<file path="config.mk">
export PLATFORM = sky130hd
export DESIGN_NAME = frame_stream_ctrl
export DESIGN_NICKNAME = d
export VERILOG_FILES = /design/src/rtl/frame_stream_pkg.sv /design/src/rtl/frame_stream_ctrl_sat_counter.sv /design/src/rtl/frame_stream_ctrl.sv
export SDC_FILE = /design/constraint.sdc
export NUM_CORES = 1
export LEC_CHECK = 0
export BUFFER_PORTS_ARGS = -buffer_cell sky130_fd_sc_hd__buf_2
export CORE_ASPECT_RATIO = 1.75
export CORE_MARGIN = 2
export CORE_UTILIZATION = 40
export DETAILED_ROUTE_END_ITERATION = 6
export PLACE_DENSITY_LB_ADDON = 0.1
export SYNTH_ARGS = -nofsm -noshare
export SYNTH_HDL_FRONTEND = slang
export SYNTH_SLANG_ARGS = --single-unit
export TNS_END_PERCENT = 50
</file>
<file path="constraint.sdc">
create_clock -name clk -period 1.75 [get_ports clk]
set_input_delay 0.2625 -clock clk [delete_from_list [all_inputs] [get_ports clk]]
set_output_delay 0.2625 -clock clk [all_outputs]
set_load 0.05 [all_outputs]
</file>
<file path="src/rtl/frame_stream_pkg.sv">
// ---------------------------------------------------------------------------
// frame_stream_pkg
//
// Purpose:
//   Shared definitions for the frame stream sequencer: the FSM state
//   encoding and the default widths and timeout used by frame_stream_ctrl.
//
// Contents:
//   state_t          - 2-bit state register type
//   ST_IDLE          - not streaming, counter untouched
//   ST_ARM           - waiting for the vsync rising edge to align
//   ST_STREAM        - streaming pixels, counter follows accepted pixels
//   FCNT_W_DEF       - default width of the completed-frame counter
//   UCNT_W_DEF       - default width of the underrun counter
//   TIMEOUT_DEF      - default stall limit when FRAME_STREAM_TIMEOUT_EN is set
// ---------------------------------------------------------------------------
package frame_stream_pkg;

  typedef logic [1:0] state_t;

  localparam state_t ST_IDLE   = 2'd0;
  localparam state_t ST_ARM    = 2'd1;
  localparam state_t ST_STREAM = 2'd2;

  localparam int FCNT_W_DEF  = 16;
  localparam int UCNT_W_DEF  = 16;
  localparam int TIMEOUT_DEF = 1024;

endpackage : frame_stream_pkg

</file>
<file path="src/rtl/frame_stream_ctrl_sat_counter.sv">
// ---------------------------------------------------------------------------
// sat_counter
//
// Purpose:
//   Up-counter that sticks at all-ones instead of wrapping. Used for the
//   underrun statistic and, when the stall timeout is built in, for the
//   consecutive-stall counter.
//
// Ports:
//   clk      in   system clock
//   reset_n  in   asynchronous active-low reset, clears the count
//   clr      in   synchronous clear, has priority over inc
//   inc      in   count up by one unless already saturated
//   count    out  W-bit current count
// ---------------------------------------------------------------------------
module sat_counter #(
  parameter int W = 16
) (
  input  logic         clk,
  input  logic         reset_n,
  input  logic         clr,
  input  logic         inc,
  output logic [W-1:0] count
);

  always_ff @(posedge clk or negedge reset_n) begin
    if (!reset_n) begin
      count <= '0;
    end else if (clr) begin
      count <= '0;
    end else if (inc && (count != '1)) begin
      count <= count + 1'b1;
    end
  end

endmodule : sat_counter

</file>
<file path="src/rtl/frame_stream_ctrl.sv">
// ---------------------------------------------------------------------------
// frame_stream_ctrl
//
// Purpose:
//   Sequencer for the pixel frame counter. A software start arms the block,
//   a rising edge on vsync_in aligns the frame counter to (0,0), and from
//   then on the counter advances once per pixel accepted on the
//   source -> sink valid/ready stream. Streaming stops only on a frame
//   boundary (stop request or single-frame mode). Completed frames and
//   underrun cycles are counted; a vsync edge that arrives away from the
//   frame start re-aligns the counter and sets the sticky sync_err flag.
//
// Build option:
//   FRAME_STREAM_TIMEOUT_EN - when defined, TIMEOUT consecutive STREAM cycles
//   without a transfer abort to IDLE, set sync_err and pulse fc_sync_clr.
//   When undefined the stream may stall indefinitely and TIMEOUT is unused.
//
// Ports:
//   clk             in   system clock
//   reset_n         in   asynchronous active-low reset
//   start           in   single-cycle request to arm streaming
//   stop            in   single-cycle request to stop at the next frame end
//   single          in   level, 1 = stop automatically after one frame
//   vsync_in        in   external vsync level, synchronous to clk
//   fc_frame_start  in   frame counter is at (0,0)
//   fc_frame_end    in   frame counter is at its last pixel
//   fc_inc          out  advance frame counter
//   fc_sync_clr     out  clear frame counter to (0,0)
//   src_valid       in   source pixel valid
//   src_ready       out  source pixel accepted
//   dst_valid       out  sink pixel valid
//   dst_ready       in   sink ready
//   busy            out  state is not IDLE
//   frame_cnt       out  completed frames since reset (wraps)
//   underrun_cnt    out  STREAM cycles with dst_ready && !src_valid (saturates)
//   sync_err        out  sticky vsync misalignment / timeout flag
// ---------------------------------------------------------------------------
module frame_stream_ctrl
  import frame_stream_pkg::*;
#(
  parameter int FCNT_W  = FCNT_W_DEF,
  parameter int UCNT_W  = UCNT_W_DEF,
  parameter int TIMEOUT = TIMEOUT_DEF
) (
  input  logic              clk,
  input  logic              reset_n,
  input  logic              start,
  input  logic              stop,
  input  logic              single,
  input  logic              vsync_in,
  input  logic              fc_frame_start,
  input  logic              fc_frame_end,
  output logic              fc_inc,
  output logic              fc_sync_clr,
  input  logic              src_valid,
  output logic              src_ready,
  output logic              dst_valid,
  input  logic              dst_ready,
  output logic              busy,
  output logic [FCNT_W-1:0] frame_cnt,
  output logic [UCNT_W-1:0] underrun_cnt,
  output logic              sync_err
);

  // state  | meaning
  // IDLE   | no streaming, all handshake outputs low
  // ARM    | armed by start, waiting for a vsync rising edge to align
  // STREAM | pixels pass through, counter advances per accepted pixel

  state_t            state;
  state_t            state_nxt;
  logic              vs_q;
  logic              vs_edge;
  logic              stop_pending;
  logic              stop_pending_nxt;
  logic              sync_err_nxt;
  logic [FCNT_W-1:0] frame_cnt_nxt;

  logic in_stream;
  logic resync;
  logic xfer;
  logic underrun;
  logic timeout_hit;

  // Rising edge is seen in the same cycle vsync_in goes high.
  always_ff @(posedge clk or negedge reset_n) begin
    if (!reset_n) begin
      vs_q <= 1'b0;
    end else begin
      vs_q <= vsync_in;
    end
  end

  assign vs_edge   = vsync_in && !vs_q;
  assign in_stream = (state == ST_STREAM);

  // A misaligned edge steals the cycle for the counter clear, so no pixel
  // may be accepted in it.
  assign resync    = in_stream && vs_edge && !fc_frame_start;
  assign xfer      = in_stream && src_valid && dst_ready && !resync;
  assign underrun  = in_stream && dst_ready && !src_valid;

  sat_counter #(
    .W (UCNT_W)
  ) u_underrun (
    .clk     (clk),
    .reset_n (reset_n),
    .clr     (1'b0),
    .inc     (underrun),
    .count   (underrun_cnt)
  );

`ifdef FRAME_STREAM_TIMEOUT_EN
  localparam int STALL_W = $clog2(TIMEOUT + 1);
  localparam logic [STALL_W-1:0] STALL_LAST = STALL_W'(TIMEOUT - 1);

  logic [STALL_W-1:0] stall_cnt;

  // stall_cnt holds the stall cycles already seen; the TIMEOUT-th
  // consecutive stall cycle is the one that aborts.
  sat_counter #(
    .W (STALL_W)
  ) u_stall (
    .clk     (clk),
    .reset_n (reset_n),
    .clr     (!in_stream || xfer),
    .inc     (in_stream && !xfer),
    .count   (stall_cnt)
  );

  assign timeout_hit = in_stream && !xfer && (stall_cnt == STALL_LAST);
`else
  logic [31:0] unused_timeout;

  assign unused_timeout = TIMEOUT;
  assign timeout_hit    = 1'b0;
`endif

  // Handshake and counter control. The sink-side valid is also dropped
  // during a resync cycle so that neither side sees a transfer the other
  // did not take part in.
  always_comb begin
    fc_inc      = 1'b0;
    fc_sync_clr = 1'b0;
    src_ready   = 1'b0;
    dst_valid   = 1'b0;
    case (state)
      ST_ARM: begin
        fc_sync_clr = vs_edge && !stop;
      end
      ST_STREAM: begin
        fc_inc      = xfer;
        src_ready   = dst_ready && !resync;
        dst_valid   = src_valid && !resync;
        fc_sync_clr = resync || timeout_hit;
      end
      default: begin
      end
    endcase
  end

  always_comb begin
    state_nxt        = state;
    stop_pending_nxt = stop_pending;
    sync_err_nxt     = sync_err;
    frame_cnt_nxt    = frame_cnt;
    case (state)
      ST_IDLE: begin
        if (start && !stop) begin
          state_nxt        = ST_ARM;
          stop_pending_nxt = 1'b0;
          sync_err_nxt     = 1'b0;
        end
      end
      ST_ARM: begin
        if (stop) begin
          state_nxt = ST_IDLE;
        end else if (vs_edge) begin
          state_nxt = ST_STREAM;
        end
      end
      ST_STREAM: begin
        if (resync || timeout_hit) begin
          sync_err_nxt = 1'b1;
        end
        if (xfer && fc_frame_end) begin
          frame_cnt_nxt = frame_cnt + 1'b1;
          if (stop_pending || single || stop) begin
            state_nxt = ST_IDLE;
          end
        end else if (stop) begin
          stop_pending_nxt = 1'b1;
        end
        if (timeout_hit) begin
          state_nxt = ST_IDLE;
        end
      end
      default: begin
        state_nxt = ST_IDLE;
      end
    endcase
  end

  always_ff @(posedge clk or negedge reset_n) begin
    if (!reset_n) begin
      state        <= ST_IDLE;
      stop_pending <= 1'b0;
      sync_err     <= 1'b0;
      frame_cnt    <= '0;
    end else begin
      state        <= state_nxt;
      stop_pending <= stop_pending_nxt;
      sync_err     <= sync_err_nxt;
      frame_cnt    <= frame_cnt_nxt;
    end
  end

  assign busy = (state != ST_IDLE);

endmodule : frame_stream_ctrl
</file>
==> results of run 1 <==
-- Yosys cell counts (3+ instances only) --
cell type / instances / area share (%)
nand4_1: 8 / 2.6
xnor2_1: 14 / 6.3
nor4b_1: 3 / 1.3
xor2_1: 12 / 5.4
nor4_1: 4 / 1.3
mux2_2: 6 / 3.5
ha_1: 7 / 4.5
dfrtp_1: 37 / 47
a21oi_1: 7 / 1.8
o21ai_0: 3 / 0.77
nor3_1: 5 / 1.3
inv_1: 7 / 1.3
and2_1: 3 / 0.96
nor2_1: 7 / 1.3
nand2_1: 11 / 2.1
nand3_1: 12 / 3.1
-- cell families (layout without fill, tap and decap cells) --
kind of cell	after synthesis	in the layout
and+or+nand+nor	76	76
DFF	37	37
AOI/OAI and AO/OA	15	15
xor gates and xnor gates	26	26
muxes	6	6
adders and majority gates	7	7
buffers and inverters	7	82
-- path summary, 6_finish.rpt --
check / endpoint / slack (ps) / cells after the start
worst max-delay path: u_underrun.count[0] / -50 / 5
worst min-delay path: vs_q / 120 / 1
worst max register to register: u_underrun.count[0] / -50 / 5
worst min register to register: frame_cnt[15] / 470 / 1
max in group asynchronous: sync_err / 840 / 3
min in group asynchronous: frame_cnt[9] / 380 / 2
-- report_power, final --
part / leakage, nW / internal (mW) / switching [mW] / total, mW
combinational: 0.786 / 0.423 / 0.537 / 0.961
sequential: 0.486 / 0.931 / 0.0856 / 1.02
clock: 0.0681 / 0.566 / 0.304 / 0.871
-- registers in the layout, indices dropped and copies added, names as in the netlist --
register / cells
vs_q: 1
u_underrun.count: 16
state: 2
stop_pending: 1
sync_err: 1
frame_cnt: 16
-- per-layer routing --
| metal | share of wire (%) | vias to the layer above | routed length [um] |
|---|---|---|---|
| met5 | 0 | - | 0 |
| met4 | 1.1 | 0 | 51 |
| met3 | 3.8 | 4 | 174 |
| met2 | 56 | 43 | 2560 |
| met1 | 39 | 784 | 1810 |
| li1 | - | 770 | - |
-- cell usage in the layout (no fill, tap or decap), types with 2 or more instances in the layout --
cell and n:
nand3b_1 2, nor2b_4 2, ha_4 5, nand2b_1 2
buf_4 18, nand4_1 8, a21oi_1 6, ha_1 2
buf_6 4, inv_2 2, clkbuf_8 5, buf_2 43
a31oi_1 2, xnor2_1 14, dfrtp_1 23, nor4_4 2
and2_1 2, nor3b_4 2, nor4b_4 4, nand2_1 11
xor2_1 12, dfrtp_2 14, and4_1 2, o21ai_0 2
nor3_2 3, nand3_1 11, mux2_2 5, nor2_1 5
nor3_1 2, bufinv_16 2, nand4_4 2, inv_1 5
nor4_2 2
-- what timing repair did --
item,4_1_cts,5_1_grt
setup buffers,3,3
endpoints found under the setup margin,13,21
resized for setup,21,24
pin swaps,6,8
cloned,0,0
hold buffers,1,0
endpoints found under the hold margin,11,0
-- metrics by stage --
stage / TNS [ps] / area, um2 / utilization (%) / hold WS (ps) / power, mW
5_1_grt: -895 / 2800 / 59.4 / 107 / 3.00
3_5_place_dp: -93.1 / 2410 / 51.2 / 168 / 1.79
4_1_cts: -85.6 / 2670 / 56.7 / 106 / 2.82
6_report: -170 / 2800 / 59.4 / 118 / 2.85
2_1_floorplan: -246 / 2010 / - / -33.1 / 1.53
3_3_place_gp: 0 / 2410 / 51.2 / 166 / 1.76
-- worst register-to-register path: stages, from the launching register on --
cell and delay, ps:
dfrtp_2 400, nand4_1 330, nor4_4 560, nor2_2 100
buf_4 160, xor2_1 130
-- area by class of cell --
type / instances / area [um2]
clock buffers: 5 / 68.8
clock inverters: 3 / 65.1
fillers: 418 / 1910
inverters: 7 / 26.3
multi-input cells: 130 / 1210
flip-flops and latches: 37 / 943
well taps: 52 / 65.1
repair buffers: 67 / 420
==> summary.md, run 1 <==
| Metric | Value |
|---|---|
| Status | `complete, but fails checks` |
| Failing checks | `negative setup slack` |
| Syn nets | `between 150 and 200` |
| Met1 usage | `around a fifth` |
| Final setup vio count | `4` |
| Register bit total from synthesis | `37` |
| CTS tree | `done` |
| CP top delay family | `simple AND/OR/NAND/NOR gates` |
| # Max-Cap Violations | `0` |
| Pwr dens | `1020 nW/um2` |
| Placed insts | `286` |
| H-tree level count | `2` |
| Share of the clock period used by the worst path | `103%` |
| Final Hold Viols | `0` |
| Max Slew Vio Count | `0` |
| Largest fanout on the critical path | `5` |
| Clock sinks | `37` |
| Mux share of post-synthesis cell area | `around 3.5%` |
| Reg2reg start | `u_underrun.count[11]` |
| Vias in the first global route | `roughly 1,500` |
| Final #Nets | `between 200 and 300` |
| Clk buf depth | `2` |
| Reg clk slew, reported paths | `roughly 70 ps` |
| Synth Flop Type | `dfrtp_1` |
| Layout cell share with drive strength beyond 1 | `between 50% and 60%` |
| Worst EP required | `about 1900 ps` |
| Grt met2 use | `30.7%` |
| Final worst slack | `-50.0 ps` |
| Crit path buffers/inverters | `1` |
| Die Area | `between 5000 and 6000 um2` |
| Placed wire-length estimate | `about 3.3 mm` |
| CP max-delay cell | `nor4_4` |
| Lkg Pwr | `around 1.3 nW` |
| Min-delay src | `vsync_in` |
| Post-Synth Adder-Cell Area | `roughly 4.5%` |
| CP Launch Type | `flip-flop` |
| RSZ-0062 raised after global routing | `yes` |
| Residual DRC | `0` |
| YS warnings | `0` |
| Largest stage delay, worst path | `approximately 560 ps` |
| Setup WS pre-CTS | `-79.0 ps` |
| Vias per cell | `around 5.3` |
| Slew @ Worst Pin | `502 ps` |
| Crit path launch | `u_underrun.count[11]` |
| # IOs | `48` |
| Synth Area in XOR/XNOR | `approximately an eighth` |
| Final Non-Filler Cells | `between 300 and 400` |
| Vias | `approximately 1,600` |
| Post-synthesis sequential area ratio | `a little under half` |
| Mapped Area | `roughly 2000 um2` |
| Initial core utilization | `between 40 and 50%` |
| Cell variety after synth | `35` |
| Pre-Repair DR Iteration Count | `4` |
| Compound-Gate Fraction of Synth Area | `under 10%` |
| Post-synth ARST share | `between 90% and 100%` |
| Site row count | `33` |
| Final ANT Viol Nets | `0` |
| Largest family of logic cells by synthesized area | `simple AND/OR/NAND/NOR gates` |
| Relative slew slack | `66.3%` |
| Crit Path Category | `flip-flop to flip-flop` |
| Max VDD drop | `approximately 0.00085 V` |
| Fmax achieved | `approximately 560 MHz` |
| Routed wire length | `4.60 mm` |
| # port buffers | `47` |
| Min-delay worst type | `input port to flip-flop` |
| GRT Util Overall | `17.0%` |
| Clock Latency Late Sink | `between 200 and 300 ps` |
| Largest net degree at the start of global routing | `18` |
| Syn avg cell area | `11.2 um2` |
| Min Clock Period, post-route | `~1800 ps` |
| Count of flip-flops with a built-in enable after synthesis | `0` |
| Endpoint type of the worst setup path | `flip-flop` |
| DR WL/cell | `~15 um` |
| Core footprint | `around 4700 um2` |
| First-pass GRT wire length | `7.20 mm` |
| Post-synthesis simple-gate area fraction | `between 20 and 30%` |
| GRT Residual Overflow | `0` |
| Root buffer cell | `clkbuf_8` |
| Antenna cells | `0` |
| Initial antenna violation count | `0` |
| Worst Skew | `3.64 ps` |
| Synth Instances | `between 150 and 200` |
| Grt met3 use | `~3.3%` |
| Crit-path cells | `nand4_1, nor4_4, nor2_2, buf_4, xor2_1` |
| GRT busiest layer | `met2` |
| Die Span X | `roughly 57 um` |
| CTS buffer count | `5` |
| Arrival @ worst endpoint | `about 2000 ps` |
| Area growth, synth to finish | `43.2%` |
| Last weighted congestion value of the routability-driven placer | `between 0.7 and 0.8` |
| Die Ht | `~96 um` |
| DR iter-0 viols | `56` |
(Power assumes the default switching activity.)
==> inputs of run 2 (changes only) <==
--- a/config.mk
+++ b/config.mk
@@ -11,6 +11,7 @@
 export CORE_UTILIZATION = 40
 export DETAILED_ROUTE_END_ITERATION = 6
 export PLACE_DENSITY_LB_ADDON = 0.1
+export SKIP_CTS_REPAIR_TIMING = 1
 export SYNTH_ARGS = -nofsm -noshare
 export SYNTH_HDL_FRONTEND = slang
 export SYNTH_SLANG_ARGS = --single-unit
==> run 2 against run 1 <==
  * The flow still finishes with violations (negative setup slack)
  * Final cell count unchanged
  * Clock skew up 1.7 ps
  * Critical endpoint is now fc_inc
  * Hold slack worse by 3.1 ps
  * Non-clock buffer count unchanged
  * Global-route usage down 0.62 points
  * Sequential share of layout area up 0.060 points
  * Maximum frequency down 0.81%
==> summary.md, run 2 (same netlist as run 1, synthesis figures left out) <==
| Metric | Value |
|---|---|
| Final setup vio count | `6 (was 4)` |
| Worst Skew | `5.36 ps (was 3.64 ps)` |
| Vias | `1,591 (was 1,601)` |
| CP Launch Type | `flip-flop (unchanged)` |
| Reg2reg start | `u_underrun.count[11] (unchanged)` |
| Final ANT Viol Nets | `0 (unchanged)` |
| R2R depth | `5 (unchanged)` |
| Relative slew slack | `69.0% (was 66.3%)` |
| Slew @ Worst Pin | `463 ps (was 502 ps)` |
| Die Area | `5480 um2 (unchanged)` |
| Status | `complete, but fails checks (unchanged)` |
| First-pass GRT wire length | `6.93 mm (was 7.20 mm)` |
| Routed wire length | `4.62 mm (was 4.60 mm)` |
| Top Registers | `frame_cnt: 16 flops, u_underrun.count: 16 flops, state: 2 flops (unchanged)` |
| Max Slew Vio Count | `0 (unchanged)` |
| Vias per cell | `5.29 (was 5.32)` |
| Crit path launch | `state[0] (was u_underrun.count[11])` |
| Root buffer cell | `clkbuf_8 (unchanged)` |
| Last weighted congestion value of the routability-driven placer | `0.798 (unchanged)` |
| Final worst slack | `-64.6 ps (was -50.0 ps)` |
| Min-delay worst type | `input port to flip-flop (unchanged)` |
| Most common cell after layout, fill and taps aside | `buf_2 (unchanged)` |
| RSZ-0062 raised after global routing | `yes (unchanged)` |
| Residual DRC | `0 (unchanged)` |
| Placed wire-length estimate | `3.26 mm (unchanged)` |
| Initial core utilization | `41.5% (unchanged)` |
| Clk buf depth | `2 (unchanged)` |
| Setup WS pre-CTS | `-79.0 ps (unchanged)` |
| Largest net degree at the start of global routing | `18 (unchanged)` |
| Pre-Repair DR Iteration Count | `4 (unchanged)` |
| Worst EP required | `1490 ps (was 1920 ps)` |
| Antenna cells | `0 (unchanged)` |
| Lkg Pwr | `1.35 nW (was 1.34 nW)` |
| Die Ht | `96.4 um (unchanged)` |
| Largest fanout on the critical path | `3 (was 5)` |
| Largest stage delay, worst path | `390 ps (was 560 ps)` |
| Vias in the first global route | `1,475 (was 1,515)` |
| Die Span X | `56.8 um (unchanged)` |
| Endpoint type of the worst setup path | `primary output (was flip-flop)` |
| Crit Path Category | `flip-flop to primary output (was flip-flop to flip-flop)` |
| # Max-Cap Violations | `0 (unchanged)` |
| Final #Nets | `265 (unchanged)` |
| Fmax achieved | `551 MHz (was 556 MHz)` |
| Min Clock Period, post-route | `1810 ps (was 1800 ps)` |
| DR iter-0 viols | `50 (was 56)` |
| # IOs | `48 (unchanged)` |
| Most frequent CP cell | `buf_4` |
| Failing checks | `negative setup slack (unchanged)` |
| Final Hold Viols | `0 (unchanged)` |
| Reg clk slew, reported paths | `70 ps (about the same)` |
| Clock Latency Late Sink | `290 ps (about the same)` |
| Share of the clock period used by the worst path | `104% (was 103%)` |
| Reg-to-reg slack, setup | `-60 ps (was -50 ps)` |
| Initial antenna violation count | `0 (unchanged)` |
| Fillers | `413 (was 418)` |
| R2r endpoint | `u_underrun.count[0] (unchanged)` |
| Most frequent cells in the layout | `buf_2, dfrtp_1, buf_4 (unchanged)` |
| Fin area | `2790 um2 (was 2800 um2)` |
| CP max-delay cell | `dfrtp_1 (was nor4_4)` |
| Critical path destination | `fc_inc (was u_underrun.count[0])` |
| Crit-path cells | `inv_2, ha_2, buf_4, buf_4, and3_4, buf_8 (was nand4_1, nor4_4, nor2_2, buf_4, xor2_1)` |
| CTS buffer count | `5 (unchanged)` |
| Arrival @ worst endpoint | `1550 ps (was 1970 ps)` |
| Area growth, synth to finish | `42.9% (was 43.2%)` |
| Layout cell share with drive strength beyond 1 | `51.8% (unchanged)` |
| H-tree level count | `2 (unchanged)` |
| # port buffers | `47 (unchanged)` |
| Pwr dens | `1010 nW/um2 (was 1020 nW/um2)` |
| Post-place instance area | `2410 um2 (unchanged)` |
| Max VDD drop | `0.000851 V (was 0.000849 V)` |
| Site row count | `33 (unchanged)` |
| CTS tree | `done (unchanged)` |
| GRT Residual Overflow | `0 (unchanged)` |
| DR WL/cell | `15.3 um (about the same)` |
| Core footprint | `4710 um2 (unchanged)` |
| GRT Util Overall | `16.4% (was 17.0%)` |
| Hold path depth | `1 (unchanged)` |
| Clock sinks | `37 (unchanged)` |
run 2: area by class of cell:
cell class / count / area, um2 / share of cell area (%)
tap: 52 / 65.1 / 2.33
timing repair buffer: 67 / 413 / 14.8
clock inverter: 3 / 65.1 / 2.33
inverter: 7 / 26.3 / 0.941
sequential: 37 / 943 / 33.8
multi-input combinational: 130 / 1210 / 43.3
clock buffer: 5 / 68.8 / 2.47
run 2: report_power, final:
group | internal, mW | switching [mW] | leakage [nW] | total (mW)
clock | 0.566 | 0.306 | 0.0681 | 0.872
sequential | 0.931 | 0.0858 | 0.486 | 1.02
combinational | 0.398 | 0.531 | 0.797 | 0.928
total | 1.89 | 0.922 | 1.35 | 2.82
run 2: critical path: cells and delay by family (launching register included):
family / cells / cell delay [ps]
fa+ha+maj: 1 / 230
flops: 1 / 390
buf+inv: 4 / 470
simple gates: 1 / 170
run 2: per-stage QoR:
stage	TNS [ps]	utilization, %	cells	hold WS, ps	total power, mW
4_1_cts	-1140	54.0	294	-150	2.68
3_3_place_gp	0	51.2	286	166	1.76
5_1_grt	-1940	59.3	301	107	2.96
3_5_place_dp	-93.1	51.2	286	168	1.79
2_1_floorplan	-246	-	174	-33.1	1.53
6_report	-286	59.3	301	115	2.82
run 2: worst min-delay path by stage:
stage | endpoint | start | slack, ps
2_1_floorplan | frame_cnt[0] | reset_n | -30
3_3_place_gp | u_underrun.count[12] | reset_n | 170
3_5_place_dp | u_underrun.count[12] | reset_n | 170
4_1_cts | frame_cnt[9] | reset_n | -150
5_1_grt | vs_q | vsync_in | 110
6_report | vs_q | vsync_in | 120
run 2: metal layers:
layer | up-vias | routed length [um] | track usage [%]
met4 | 0 | 50 | 5.81
met2 | 40 | 2570 | 29.1
met5 | - | 0 | 0
met3 | 4 | 182 | 3.33
li1 | 774 | - | -
met1 | 773 | 1810 | 19.6
